**config.mk**
```make
export PLATFORM = sky130hd
export DESIGN_NAME = led_pattern_sequencer
export DESIGN_NICKNAME = d
export VERILOG_FILES = /design/src/rtl/led_pattern_sequencer.sv
export SDC_FILE = /design/constraint.sdc
export NUM_CORES = 1
export LEC_CHECK = 0
export CORE_UTILIZATION = 40
export CTS_CLUSTER_DIAMETER = 120
export DETAILED_ROUTE_END_ITERATION = 16
export GPL_TIMING_DRIVEN = 0
export PLACE_DENSITY = 0.53
export SYNTH_ARGS = -nofsm -noshare
export SYNTH_HDL_FRONTEND = slang
export SYNTH_SLANG_ARGS = --single-unit
```
**constraint.sdc**
```tcl
create_clock -name CLK_CPU -period 9.2 [get_ports CLK_CPU]
set_input_delay 2.3 -clock CLK_CPU [delete_from_list [all_inputs] [get_ports CLK_CPU]]
set_output_delay 2.3 -clock CLK_CPU [all_outputs]
set_load 0.05 [all_outputs]
```
**src/rtl/led_pattern_sequencer.sv**
```systemverilog
// led_pattern_sequencer
// Multi-channel status-LED pattern engine. Every channel plays its own on/off
// bit pattern at a shared bit rate. Each channel has its own length, loop or
// one-shot mode, PWM brightness and start/stop control.
// Each channel keeps a shadow copy of its configuration, written at any time,
// and an active copy that is loaded only when the channel accepts a start.
// A running pattern is therefore never disturbed by configuration traffic.
module led_pattern_sequencer #(
  parameter int CHANNELS    = 4,
  parameter int PATTERN_LEN = 32,
  parameter int STEP_DIV    = 2097152,
  parameter int PWM_W       = 4
) (
  input  logic                                              CLK_CPU,
  input  logic                                              reset,
  input  logic                                              cfg_we,
  input  logic [((CHANNELS > 1) ? $clog2(CHANNELS) : 1)-1:0] cfg_ch,
  input  logic [PATTERN_LEN-1:0]                            cfg_pattern,
  input  logic [$clog2(PATTERN_LEN):0]                      cfg_len,
  input  logic                                              cfg_loop,
  input  logic [PWM_W-1:0]                                  cfg_bright,
  input  logic [CHANNELS-1:0]                               start,
  input  logic [CHANNELS-1:0]                               stop,
  output logic [CHANNELS-1:0]                               led,
  output logic [CHANNELS-1:0]                               busy,
  output logic [CHANNELS-1:0]                               done
);

  localparam int CH_W  = (CHANNELS > 1) ? $clog2(CHANNELS) : 1;
  localparam int LEN_W = $clog2(PATTERN_LEN) + 1;
  localparam int IDX_W = $clog2(PATTERN_LEN);
  localparam int PS_W  = $clog2(STEP_DIV);

  localparam logic [CH_W:0]      CH_LIMIT = (CH_W + 1)'(CHANNELS);
  localparam logic [LEN_W-1:0]   MAX_LEN  = LEN_W'(PATTERN_LEN);
  localparam logic [PS_W-1:0]    PS_LAST  = PS_W'(STEP_DIV - 1);

  typedef enum logic {
    ST_IDLE = 1'b0,
    ST_RUN  = 1'b1
  } state_t;

  // Lengths beyond the pattern width would index past the pattern, so they
  // are limited to the full pattern width when captured.
  function automatic logic [LEN_W-1:0] clamp_len(input logic [LEN_W-1:0] len);
    return (len > MAX_LEN) ? MAX_LEN : len;
  endfunction

  // Full brightness must be solidly on, not on for all but one PWM slot.
  function automatic logic pwm_on(input logic [PWM_W-1:0] cnt,
                                  input logic [PWM_W-1:0] bright);
    return (cnt < bright) || (&bright);
  endfunction

  // ---------------------------------------------------------------------------
  // Shared timing: bit-rate prescaler and PWM counter
  // ---------------------------------------------------------------------------
  logic [PS_W-1:0]  presc_reg;
  logic [PS_W-1:0]  presc_next;
  logic             tick;
  logic [PWM_W-1:0] pwm_cnt_reg;
  logic [PWM_W-1:0] pwm_cnt_next;

  // Prescaler wraps at STEP_DIV-1 and flags the step; PWM counter free-runs.
  always_comb begin
    tick         = (presc_reg == PS_LAST);
    presc_next   = tick ? '0 : presc_reg + PS_W'(1);
    pwm_cnt_next = pwm_cnt_reg + PWM_W'(1);
  end

  // Shared counters are free-running; starts never realign them.
  always_ff @(posedge CLK_CPU) begin
    if (reset) begin
      presc_reg   <= '0;
      pwm_cnt_reg <= '0;
    end else begin
      presc_reg   <= presc_next;
      pwm_cnt_reg <= pwm_cnt_next;
    end
  end

  // Writes addressed beyond the last channel are dropped.
  logic cfg_ch_ok;
  assign cfg_ch_ok = ({1'b0, cfg_ch} < CH_LIMIT);

  // ---------------------------------------------------------------------------
  // Per-channel engines
  // ---------------------------------------------------------------------------
  genvar gi;
  generate
    for (gi = 0; gi < CHANNELS; gi++) begin : g_ch
      logic                   wr_sel;

      logic [PATTERN_LEN-1:0] sh_pattern_reg;
      logic [LEN_W-1:0]       sh_len_reg;
      logic                   sh_loop_reg;
      logic [PWM_W-1:0]       sh_bright_reg;

      logic [PATTERN_LEN-1:0] act_pattern_reg;
      logic [PATTERN_LEN-1:0] act_pattern_next;
      logic [LEN_W-1:0]       act_len_reg;
      logic [LEN_W-1:0]       act_len_next;
      logic                   act_loop_reg;
      logic                   act_loop_next;
      logic [PWM_W-1:0]       act_bright_reg;
      logic [PWM_W-1:0]       act_bright_next;

      logic [IDX_W-1:0]       idx_reg;
      logic [IDX_W-1:0]       idx_next;
      logic [LEN_W-1:0]       last_idx;
      state_t                 state_reg;
      state_t                 state_next;

      logic                   led_reg;
      logic                   led_next;
      logic                   done_reg;
      logic                   done_next;

      assign wr_sel = cfg_we && cfg_ch_ok && (cfg_ch == CH_W'(gi));

      // Shadow configuration: captured on every write to this channel.
      always_ff @(posedge CLK_CPU) begin
        if (reset) begin
          sh_pattern_reg <= '0;
          sh_len_reg     <= '0;
          sh_loop_reg    <= 1'b0;
          sh_bright_reg  <= '0;
        end else if (wr_sel) begin
          sh_pattern_reg <= cfg_pattern;
          sh_len_reg     <= clamp_len(cfg_len);
          sh_loop_reg    <= cfg_loop;
          sh_bright_reg  <= cfg_bright;
        end
      end

      // Active length is 1..PATTERN_LEN while running, so len-1 never wraps.
      assign last_idx = act_len_reg - LEN_W'(1);

      // Next-state logic: stop beats start, and start beats the step tick.
      always_comb begin
        state_next       = state_reg;
        idx_next         = idx_reg;
        act_pattern_next = act_pattern_reg;
        act_len_next     = act_len_reg;
        act_loop_next    = act_loop_reg;
        act_bright_next  = act_bright_reg;
        done_next        = 1'b0;

        if (stop[gi]) begin
          state_next = ST_IDLE;
        end else if (start[gi]) begin
          if (sh_len_reg != '0) begin
            act_pattern_next = sh_pattern_reg;
            act_len_next     = sh_len_reg;
            act_loop_next    = sh_loop_reg;
            act_bright_next  = sh_bright_reg;
            idx_next         = '0;
            state_next       = ST_RUN;
          end else begin
            // An empty shadow disables the channel, even mid-run.
            state_next = ST_IDLE;
          end
        end else if ((state_reg == ST_RUN) && tick) begin
          if (LEN_W'(idx_reg) != last_idx) begin
            idx_next = idx_reg + IDX_W'(1);
          end else if (act_loop_reg) begin
            idx_next = '0;
          end else begin
            state_next = ST_IDLE;
            done_next  = 1'b1;
          end
        end

        // Drive is computed from the post-edge state and PWM phase so the
        // registered output matches the state registers cycle for cycle.
        led_next = (state_next == ST_RUN) && act_pattern_next[idx_next] &&
                   pwm_on(pwm_cnt_next, act_bright_next);
      end

      // State, active configuration and registered outputs.
      always_ff @(posedge CLK_CPU) begin
        if (reset) begin
          state_reg       <= ST_IDLE;
          idx_reg         <= '0;
          act_pattern_reg <= '0;
          act_len_reg     <= '0;
          act_loop_reg    <= 1'b0;
          act_bright_reg  <= '0;
          led_reg         <= 1'b0;
          done_reg        <= 1'b0;
        end else begin
          state_reg       <= state_next;
          idx_reg         <= idx_next;
          act_pattern_reg <= act_pattern_next;
          act_len_reg     <= act_len_next;
          act_loop_reg    <= act_loop_next;
          act_bright_reg  <= act_bright_next;
          led_reg         <= led_next;
          done_reg        <= done_next;
        end
      end

      assign led[gi]  = led_reg;
      assign busy[gi] = (state_reg == ST_RUN);
      assign done[gi] = done_reg;
    end
  endgenerate

endmodule

```
Yosys cells after proc, flatten, opt, wreduce, memory -nomap -nowiden
Cells that the tools add are included.

storage, ports and cells
  bits in registers = 401
  input bits = 56
  output and inout port bits = 12
  logic and storage cells = 208

cells by class
  add/sub/neg operators = 10
  $lt $le $gt $ge = 9
  equal/unequal tests = 8
  multiplexer cells = 85
  bitwise operators = 8
  reduce and logical (&&, ||, !) cells = 38

operator list
  kind                                                   count
  2-to-1 mux 32 bit                                      12
  2-to-1 mux 5 bit                                       24
  2-to-1 mux 4 bit                                       12
  2-to-1 mux 1 bit                                       32
  < comparator 5 x 6 -> 1 bit (second input constant)    4
  != test 5 x 6 -> 1 bit                                 4
  nonzero test 6 bit                                     4
  subtractor 6 x 1 -> 6 bit (second input constant)      4
  adder 21 x 1 -> 21 bit (second input constant)         1
  == test 21 bit (second input constant)                 1
  adder 5 x 1 -> 5 bit (second input constant)           4
  binary-select mux 1 bit (select 5 bit)                 4
  OR reduction 5 bit                                     4
  logical AND 1 bit                                      16
  < comparator 4 bit                                     4
  AND reduction 4 bit                                    4
  AND reduction 3 bit                                    4
  inverter 1 bit                                         8
  greater-than comparator 6 bit (second input constant)  1
  2-to-1 mux 6 bit                                       1
  adder 4 x 1 -> 4 bit (second input constant)           1
  == test 2 bit (second input constant)                  2
  logical OR 1 bit                                       4
  == test 2 x 1 -> 1 bit (second input constant)         1
  other kinds (2)                                        2

Longest topological paths before layout
Gate-level depths: netlist of run 1.

  depth after elaboration = 10
  depth in mapped cells = 15
  mapped depth without buffers = 13

Worst setup path after synthesis of run 1
No wires, ideal clock.

  path type = input to register
  start point = in start[0]
  end point = reg g_ch[0].led_reg
  setup time = 0.079 ns
  arrival time = 4.815 ns
  required time = 9.121 ns
  path slack = 4.306 ns
  stages = 13
  path buffers = 0
  cell sequence = inv_2 -> a211oi_2 -> mux2i_1 -> ha_1 -> or2_2 -> o41ai_1 -> a21oi_1 -> a2111oi_0 -> nor2b_1 -> o31ai_1 -> a211oi_1 -> inv_1 -> o211ai_1

on the way
  cells in the longest elaborated chain, start to end = 6
  elaborated cells on any way between the ends = 15
  classes of those cells = 1 x order compare; 10 x mux; 4 x reduce/logical

ends and longest elaborated chain
  what                                                   line  text
  start: declaration                                     22    input logic [CHANNELS-1:0] start,
  2-to-1 mux 32 bit or 2-to-1 mux 5 bit (tied branches)  151   end else if (start[gi]) begin
  2-to-1 mux 32 bit or 2-to-1 mux 5 bit (tied branches)  149   if (stop[gi]) begin
  binary-select mux 1 bit (select 5 bit)                 176   led_next = (state_next == ST_RUN) && act_pattern_next[idx_next] &&
  2-to-1 mux 1 bit (implied by the code)                 176
  logical AND 1 bit                                      176
  logical AND 1 bit (*)                                  176
  end signal: assignment                                 198   led_reg <= led_next;
  end: declaration                                       114   logic led_reg;

Every way passes the cells marked *; elsewhere a longest branch is shown, timed or not. The select of a mux whose other input is x is not followed.
A chain may end at the register's enable or synchronous reset.

Worst setup path in the final report of run 1
Ends and elaborated chain as after synthesis.

==> results of run 1 <==
==> layer usage <==
layer,GRT usage [%],up-vias
met4,10.4,2
met2,39.7,398
met3,4.22,99
met1,35.8,7502
li1,-,7838
met5,0,-
==> through the flow <==
step	power, mW	setup WS, ns	area, µm²	hold slack, ns
after floorplan	1.96	4.31	17500	0.431
after detailed placement	2.09	2.68	18900	0.441
after global placement	2.09	2.75	18900	0.441
final	4.03	3.21	20500	0.449
after global routing	4.16	3.04	20500	0.461
after CTS	4.07	3.27	20500	0.449
==> cells in the final DEF, fill, tap and decap left out, types with 8 or more instances in the layout <==
| master | n |
|---|---|
| sky130_fd_sc_hd__nand2_1 | 710 |
| sky130_fd_sc_hd__xnor2_1 | 22 |
| sky130_fd_sc_hd__or2_2 | 8 |
| sky130_fd_sc_hd__nor4_1 | 13 |
| sky130_fd_sc_hd__and3_1 | 8 |
| sky130_fd_sc_hd__buf_4 | 14 |
| sky130_fd_sc_hd__clkbuf_1 | 128 |
| sky130_fd_sc_hd__o211ai_1 | 9 |
| sky130_fd_sc_hd__nand2b_1 | 10 |
| sky130_fd_sc_hd__o21ai_0 | 24 |
| sky130_fd_sc_hd__nor2b_1 | 23 |
| sky130_fd_sc_hd__nor3_1 | 30 |
| sky130_fd_sc_hd__clkbuf_16 | 49 |
| sky130_fd_sc_hd__o21ai_1 | 9 |
| sky130_fd_sc_hd__a211oi_1 | 15 |
| sky130_fd_sc_hd__a31oi_1 | 14 |
| sky130_fd_sc_hd__dfxtp_1 | 401 |
| sky130_fd_sc_hd__ha_1 | 22 |
| sky130_fd_sc_hd__xor2_1 | 24 |
| sky130_fd_sc_hd__or3_1 | 9 |
| sky130_fd_sc_hd__a21oi_1 | 354 |
| sky130_fd_sc_hd__o2111ai_1 | 11 |
| sky130_fd_sc_hd__nand3_1 | 43 |
| sky130_fd_sc_hd__clkbuf_8 | 11 |
| sky130_fd_sc_hd__nand4_1 | 14 |
| sky130_fd_sc_hd__a21o_1 | 10 |
| sky130_fd_sc_hd__clkdlybuf4s50_1 | 65 |
| sky130_fd_sc_hd__mux2i_1 | 68 |
| sky130_fd_sc_hd__nor2_1 | 114 |
| sky130_fd_sc_hd__inv_1 | 21 |
| sky130_fd_sc_hd__buf_1 | 9 |
==> report_power, final <==
part / internal [mW] / switching [mW] / total [mW]
combinational: 0.0792 / 0.189 / 0.268
sequential: 1.77 / 0.0224 / 1.79
clock: 1.23 / 0.749 / 1.98
==> worst paths after layout <==
check | end | depth (start not counted) | slack, ns
worst max register to register | g_ch[3].led_reg | 14 | 4.67
worst min register to register | g_ch[1].act_pattern_reg[20] | 2 | 0.45
worst max-delay path | g_ch[0].led_reg | 14 | 3.21
worst min-delay path | g_ch[1].act_pattern_reg[20] | 2 | 0.45
==> cell type report <==
cell class,instances,area [µm²]
sequential,401,8030
multi-input combinational,1673,8740
tap,585,732
fill,4371,22600
inverter,22,82.6
clock inverter,13,218
clock buffer,71,1420
buffer,147,626
timing repair buffer,65,651
==> worst register-to-register path, stage by stage (launching register included) <==
cell	delay (ns)
sky130_fd_sc_hd__dfxtp_1	0.35
sky130_fd_sc_hd__or4_1	0.56
sky130_fd_sc_hd__nor3_1	0.32
sky130_fd_sc_hd__or3_1	0.16
sky130_fd_sc_hd__clkbuf_1	0.38
sky130_fd_sc_hd__clkbuf_1	0.44
sky130_fd_sc_hd__clkbuf_1	0.57
sky130_fd_sc_hd__mux2i_1	0.33
sky130_fd_sc_hd__ha_1	0.27
sky130_fd_sc_hd__a21o_1	0.16
sky130_fd_sc_hd__a211oi_1	0.23
sky130_fd_sc_hd__o21a_1	0.24
sky130_fd_sc_hd__nand2b_1	0.09
sky130_fd_sc_hd__a211o_1	0.28
sky130_fd_sc_hd__o211ai_2	0.08
==> cell families (layout without fill, tap and decap cells) <==
kind of cell	count (synthesis)	in the layout	share of synthesized area, %
xor gates and xnor gates	46	46	2.31
DFF	401	401	45.9
buffers and inverters	169	318	4.05
muxes	77	77	4.54
adders and majority gates	22	22	1.57
AOI/OAI and AO/OA	509	509	16.9
and+or+nand+nor	1019	1019	24.7
==> cell usage after synthesis (all sizes together), types with 6 or more instances <==
master	number
a211oi	16
a21o	10
a21oi	355
a31oi	15
and2	7
and3	8
and4	6
buf	30
clkbuf	117
dfxtp	401
ha	22
inv	22
mux2	8
mux2i	69
nand2	710
nand2b	10
nand3	43
nand4	16
nor2	115
nor2b	23
nor3	32
nor4	13
o2111ai	12
o211ai	10
o21a	6
o21ai	34
or2	10
or3	10
xnor2	22
xor2	24
==> impl_metrics.py, run 1 <==
metrics = {
    "run_status": {
        "outcome": "finished, final reports clean",
    },
    "yosys": {
        "synth_nets": 2321,
        "postSynth.asyncResetShare_pct": 0,
        "netlist.top_cell.by_area": "sky130_fd_sc_hd__dfxtp_1",
        "synth-seq-area-share_pct": 45.9,
        "yosys-top-cells-area": "sky130_fd_sc_hd__dfxtp_1 (46%), sky130_fd_sc_hd__nand2_1 (15%), sky130_fd_sc_hd__a21oi_1 (10%)",
        "ys.warnings.count": 0,
        "synthFlopType": "sky130_fd_sc_hd__dfxtp_1",
        "synth_enable_flop_cells": 0,
        "yosys.area.top_type_share_pct": 45.9,
        "synth.distinct_cells": 87,
        "postSynthAreaPerCell_um2": 7.79,
        "register_bit_count_reported_by_yosys": 401,
        "syn-cell-area_um2": 17500,
        "synthesis.instances": 2243,
    },
    "cells_and_area": {
        "fraction_of_layout_cells_with_a_size_suffix_above_1_pct": 5.73,
        "area_delta_synth_final_pct": 17.3,
        "instances_no_fill": 2977,
        "antennaDiodeCount": 0,
        "layout.nets": 2434,
        "finish.utilization_pct": 47.6,
    },
    "cts": {
        "postCtsResizedCells": 0,
        "tritoncts": "built",
        "cts_buffer_depth": 3,
        "cts.repair_timing.setup_buffer_count": 0,
        "clock_sinks": 401,
        "skew_pair_late_insertion_delay_ns": 0.58,
        "cts_htree_levels": 2,
        "clock-root-buffer": "sky130_fd_sc_hd__clkbuf_16",
        "postCtsHoldBufs": 0,
        "cts_inserted_buffers": 46,
        "cts.clk_slew.worst_paths_ns": 0.06,
    },
    "critical_path": {
        "worstSetupEndpointType": "register",
        "cp-startpoint": "start[0]",
        "worstPathMaxFanout": 6,
        "cpLargestDelayFamily": "compound AO/OA/AOI/OAI gates",
        "worst_path_required_time_ns": 9.67,
        "crit_path_cell_trace": "clkdlybuf4s50_1 -> inv_2 -> a211oi_2 -> mux2i_1 -> ha_1 -> or2_2 -> o41ai_1 -> a21oi_1 -> a2111oi_0 -> nor2b_1 -> o31ai_1 -> a211oi_1 -> inv_1 -> o211ai_1",
        "critPathMaxStageDelay_ns": 0.72,
        "r2r-start": "g_ch[3].sh_len_reg[1]",
        "timing.critical_path.buf_inv": 3,
        "timing.critical_path.from_type": "input port",
        "crit_arrival_ns": 6.46,
        "critical-path-slowest-cell": "sky130_fd_sc_hd__a2111oi_0",
        "timing.setup.critical_path_class": "input port to register",
    },
    "place": {
        "portBuffers": 65,
        "placed_cells_incl_taps": 2893,
        "place_congestion": 0.889,
        "post-dp-hpwl_mm": 40.5,
    },
    "worst_hold_path": {
        "worst_hold_path_type": "register to register",
        "timing.hold.worst.start": "g_ch[1].act_pattern_reg[20]",
    },
    "sta": {
        "slew-limit-headroom_pct": 15.3,
        "finClkSkew_ns": 0.00901,
        "rsz0062_at_grt": "no",
        "final_min_period_over_clock_period_pct": 65.1,
        "pin_slew_with_the_least_headroom_to_its_limit_ns": 1.27,
        "fin_setup_tns_ns": 0,
        "max_freq_mhz": 167,
        "setup_viol_count_final": 0,
        "final_hold_viol_count": 0,
        "drv_slew": 0,
        "finalCriticalPeriod_ns": 5.99,
    },
    "global_route": {
        "grt_overflow": 0,
        "grt_first_pass_wirelength_mm": 86.8,
        "groute.usage.overall_pct": 25.8,
        "first_global_vias": 14767,
        "grt_start_max_net_pins": 13,
        "number_of_antenna_violations_at_the_first_check_in_global_routing": 1,
    },
    "route": {
        "met2_wirelength_mm": 24.9,
        "via_density_per_instance": 5.32,
        "route.detailed.wl_per_inst_um": 19.2,
        "route.detailed.drc": 0,
        "wl_met3_mm": 3.50,
        "route.antenna.remaining_nets": 0,
        "drt_iter0_drc": 978,
        "drt-total-wl_mm": 57.3,
        "drt_first_pass_iters": 5,
        "met1Wirelength_mm": 26.8,
        "top_layer_used": "met5",
        "route.vias.total": 15839,
    },
    "floorplanning": {
        "placeableCoreArea_um2": 43100,
        "total_die_area_um2": 44500,
        "die_width_um": 211,
        "initial_core_utilization_pct": 40.6,
        "die_h_um": 211,
        "ios": 68,
        "placement_rows": 76,
    },
    "power_and_ir_drop": {
        "ir_worst_vdd_mv": 0.158,
        "power_per_cell_area_nw_per_um2": 197,
        "leakage_nw": 7.19,
    },
    "run": {
        "cap_violations": 0,
    },
}
(Power assumes the default switching activity.)
==> run 2: changes to the inputs <==
Settings changed: PLACE_DENSITY 0.53 to 0.55.
Clock period 9.2 ns to 5.2 ns, I/O delays scaled along.
==> impl_metrics.py, run 2 (same netlist as run 1, synthesis figures left out) <==
metrics = {
    "sta": {
        "pin_slew_with_the_least_headroom_to_its_limit_ns": 1.16,
        "drv_slew": 0,
        "fin_setup_tns_ns": 0,
        "final_min_period_over_clock_period_pct": 94.2,
        "slew-limit-headroom_pct": 22.3,
        "max_freq_mhz": 204,
        "finalCriticalPeriod_ns": 4.90,
        "finClkSkew_ns": 0.0143,
        "fin_worst_hold_slack_ns": 0.443,
        "final_hold_viol_count": 0,
        "setup_viol_count_final": 0,
        "rsz0062_at_grt": "no",
    },
    "floorplanning": {
        "total_die_area_um2": 44500,
        "placement_rows": 76,
        "placeableCoreArea_um2": 43100,
        "ios": 68,
        "initial_core_utilization_pct": 40.6,
        "die_h_um": 211,
        "die_width_um": 211,
    },
    "cts": {
        "cts_buffer_depth": 3,
        "skew_pair_late_insertion_delay_ns": 0.59,
        "clock_sinks": 401,
        "clock-root-buffer": "sky130_fd_sc_hd__clkbuf_16",
        "postCtsResizedCells": 0,
        "cts.clk_slew.worst_paths_ns": 0.06,
        "cts_htree_levels": 2,
        "cts_inserted_buffers": 45,
        "postCtsHoldBufs": 0,
        "tritoncts": "built",
        "cts.repair_timing.setup_buffer_count": 0,
    },
    "global_route": {
        "groute.usage.overall_pct": 25.4,
        "globalRoute.busiestLayer": "met2",
        "grt.met3_usage_pct": 4.55,
        "first_global_vias": 14922,
        "grt_first_pass_wirelength_mm": 85.7,
        "number_of_antenna_violations_at_the_first_check_in_global_routing": 1,
        "grt_start_max_net_pins": 14,
        "grtUsageMet2_pct": 40.0,
        "globalRouteMet1Util_pct": 34.1,
        "grt_overflow": 0,
    },
    "run": {
        "cap_violations": 0,
    },
    "critical_path": {
        "critPathMaxStageDelay_ns": 0.70,
        "worstSetupEndpointType": "register",
        "worst_path_required_time_ns": 5.67,
        "worstPathMaxFanout": 6,
        "crit_arrival_ns": 5.37,
        "cpLargestDelayFamily": "compound AO/OA/AOI/OAI gates",
        "timing.critical_path.buf_inv": 3,
        "crit_path_cell_trace": "clkdlybuf4s50_1 -> inv_2 -> a211oi_2 -> mux2i_1 -> ha_1 -> or2_2 -> o41ai_1 -> a21oi_1 -> a2111oi_1 -> nor2b_1 -> o31ai_1 -> a211oi_1 -> inv_1 -> o211ai_1",
        "timing.setup.critical_path_class": "input port to register",
        "timing.critical_path.from_type": "input port",
        "critical-path-slowest-cell": "sky130_fd_sc_hd__a2111oi_1",
    },
    "route": {
        "drt-total-wl_mm": 56.5,
        "route.vias.total": 16068,
        "route.detailed.wl_per_inst_um": 19.0,
        "via_density_per_instance": 5.40,
        "route.detailed.drc": 0,
        "drt_iter0_drc": 1108,
        "drt_first_pass_iters": 5,
        "route.antenna.remaining_nets": 0,
    },
    "power_and_ir_drop": {
        "power_mw": 7.04,
        "clkPwrFrac_pct": 48.3,
        "seq_power_share_pct": 45.0,
        "power_switching_mw": 1.68,
        "ir_worst_vdd_mv": 0.231,
        "switching_share_pct": 23.9,
        "leakage_nw": 7.16,
        "power_per_cell_area_nw_per_um2": 344,
        "intPower_mw": 5.36,
        "pwr-share-comb_pct": 6.7,
    },
    "worst_hold_path": {
        "worst_hold_path_type": "register to register",
    },
    "run_status": {
        "outcome": "finished, final reports clean",
    },
    "cells_and_area": {
        "most-common-layout-cells": "sky130_fd_sc_hd__nand2_1 (710), sky130_fd_sc_hd__dfxtp_1 (401), sky130_fd_sc_hd__a21oi_1 (354)",
        "most_common_library_cell_in_the_layout_ignoring_fill_and_taps": "sky130_fd_sc_hd__nand2_1",
        "fraction_of_layout_cells_with_a_size_suffix_above_1_pct": 5.73,
        "area_delta_synth_final_pct": 17.0,
        "multi_input_comb_area_um2": 8750,
        "final.fill_count": 4333,
        "layout.nets": 2433,
        "antennaDiodeCount": 0,
        "storage_cell_area_um2": 8030,
    },
    "place": {
        "portBuffers": 65,
        "place_congestion": 0.881,
        "post-dp-hpwl_mm": 40.5,
    },
}
[run 2: final cells by class]
cell class	count	area share, %
multi-input combinational	1673	42.8
clock buffer	66	6.59
tap	585	3.58
buffer	147	3.06
sequential	401	39.3
inverter	22	0.404
timing repair buffer	65	3.18
clock inverter	15	1.13
[run 2: per-layer routing]
layer	vias to the layer above	share of wire [%]
li1	7847	-
met1	7635	45
met2	469	45
met3	117	6.7
met4	0	3.8
met5	-	0
[run 2: final timing paths]
path                                   start                           to  slack (ns)  cells past startpoint
setup reg to reg       g_ch[3].sh_len_reg[1]              g_ch[3].led_reg        0.62                     14
hold / removal    g_ch[1].sh_pattern_reg[19]  g_ch[1].act_pattern_reg[19]        0.44                      2
hold reg to reg   g_ch[1].sh_pattern_reg[19]  g_ch[1].act_pattern_reg[19]        0.44                      2
setup / recovery                    start[0]              g_ch[0].led_reg        0.30                     14
[run 2: power groups by stage]
| stage | registers, mW | logic [mW] | clock network (mW) |
|---|---|---|---|
| 2_1_floorplan | 3.22 | 0.253 | 0 |
| 3_3_place_gp | 3.23 | 0.459 | 0 |
| 3_5_place_dp | 3.24 | 0.465 | 0 |
| 4_1_cts | 3.17 | 0.466 | 3.46 |
| 5_1_grt | 3.17 | 0.508 | 3.59 |
| 6_report | 3.17 | 0.473 | 3.40 |
[run 2: tightest hold or removal path: stages, from the launching register on]
cell                      delay, ns
sky130_fd_sc_hd__dfxtp_1       0.31
sky130_fd_sc_hd__nand2_1       0.05
sky130_fd_sc_hd__a21oi_1       0.05
[run 2: metrics by stage]
step / instances / cell area (µm²) / utilization (%) / worst slack [ns]
global placement: 2893 / 18900 / 43.8 / -0.269
CTS: 2974 / 20400 / 47.4 / 0.233
detailed placement: 2893 / 18900 / 43.8 / -0.317
floorplan: 2243 / 17500 / - / 1.31
finish: 2974 / 20400 / 47.5 / 0.302
global route: 2974 / 20400 / 47.5 / 0.0750
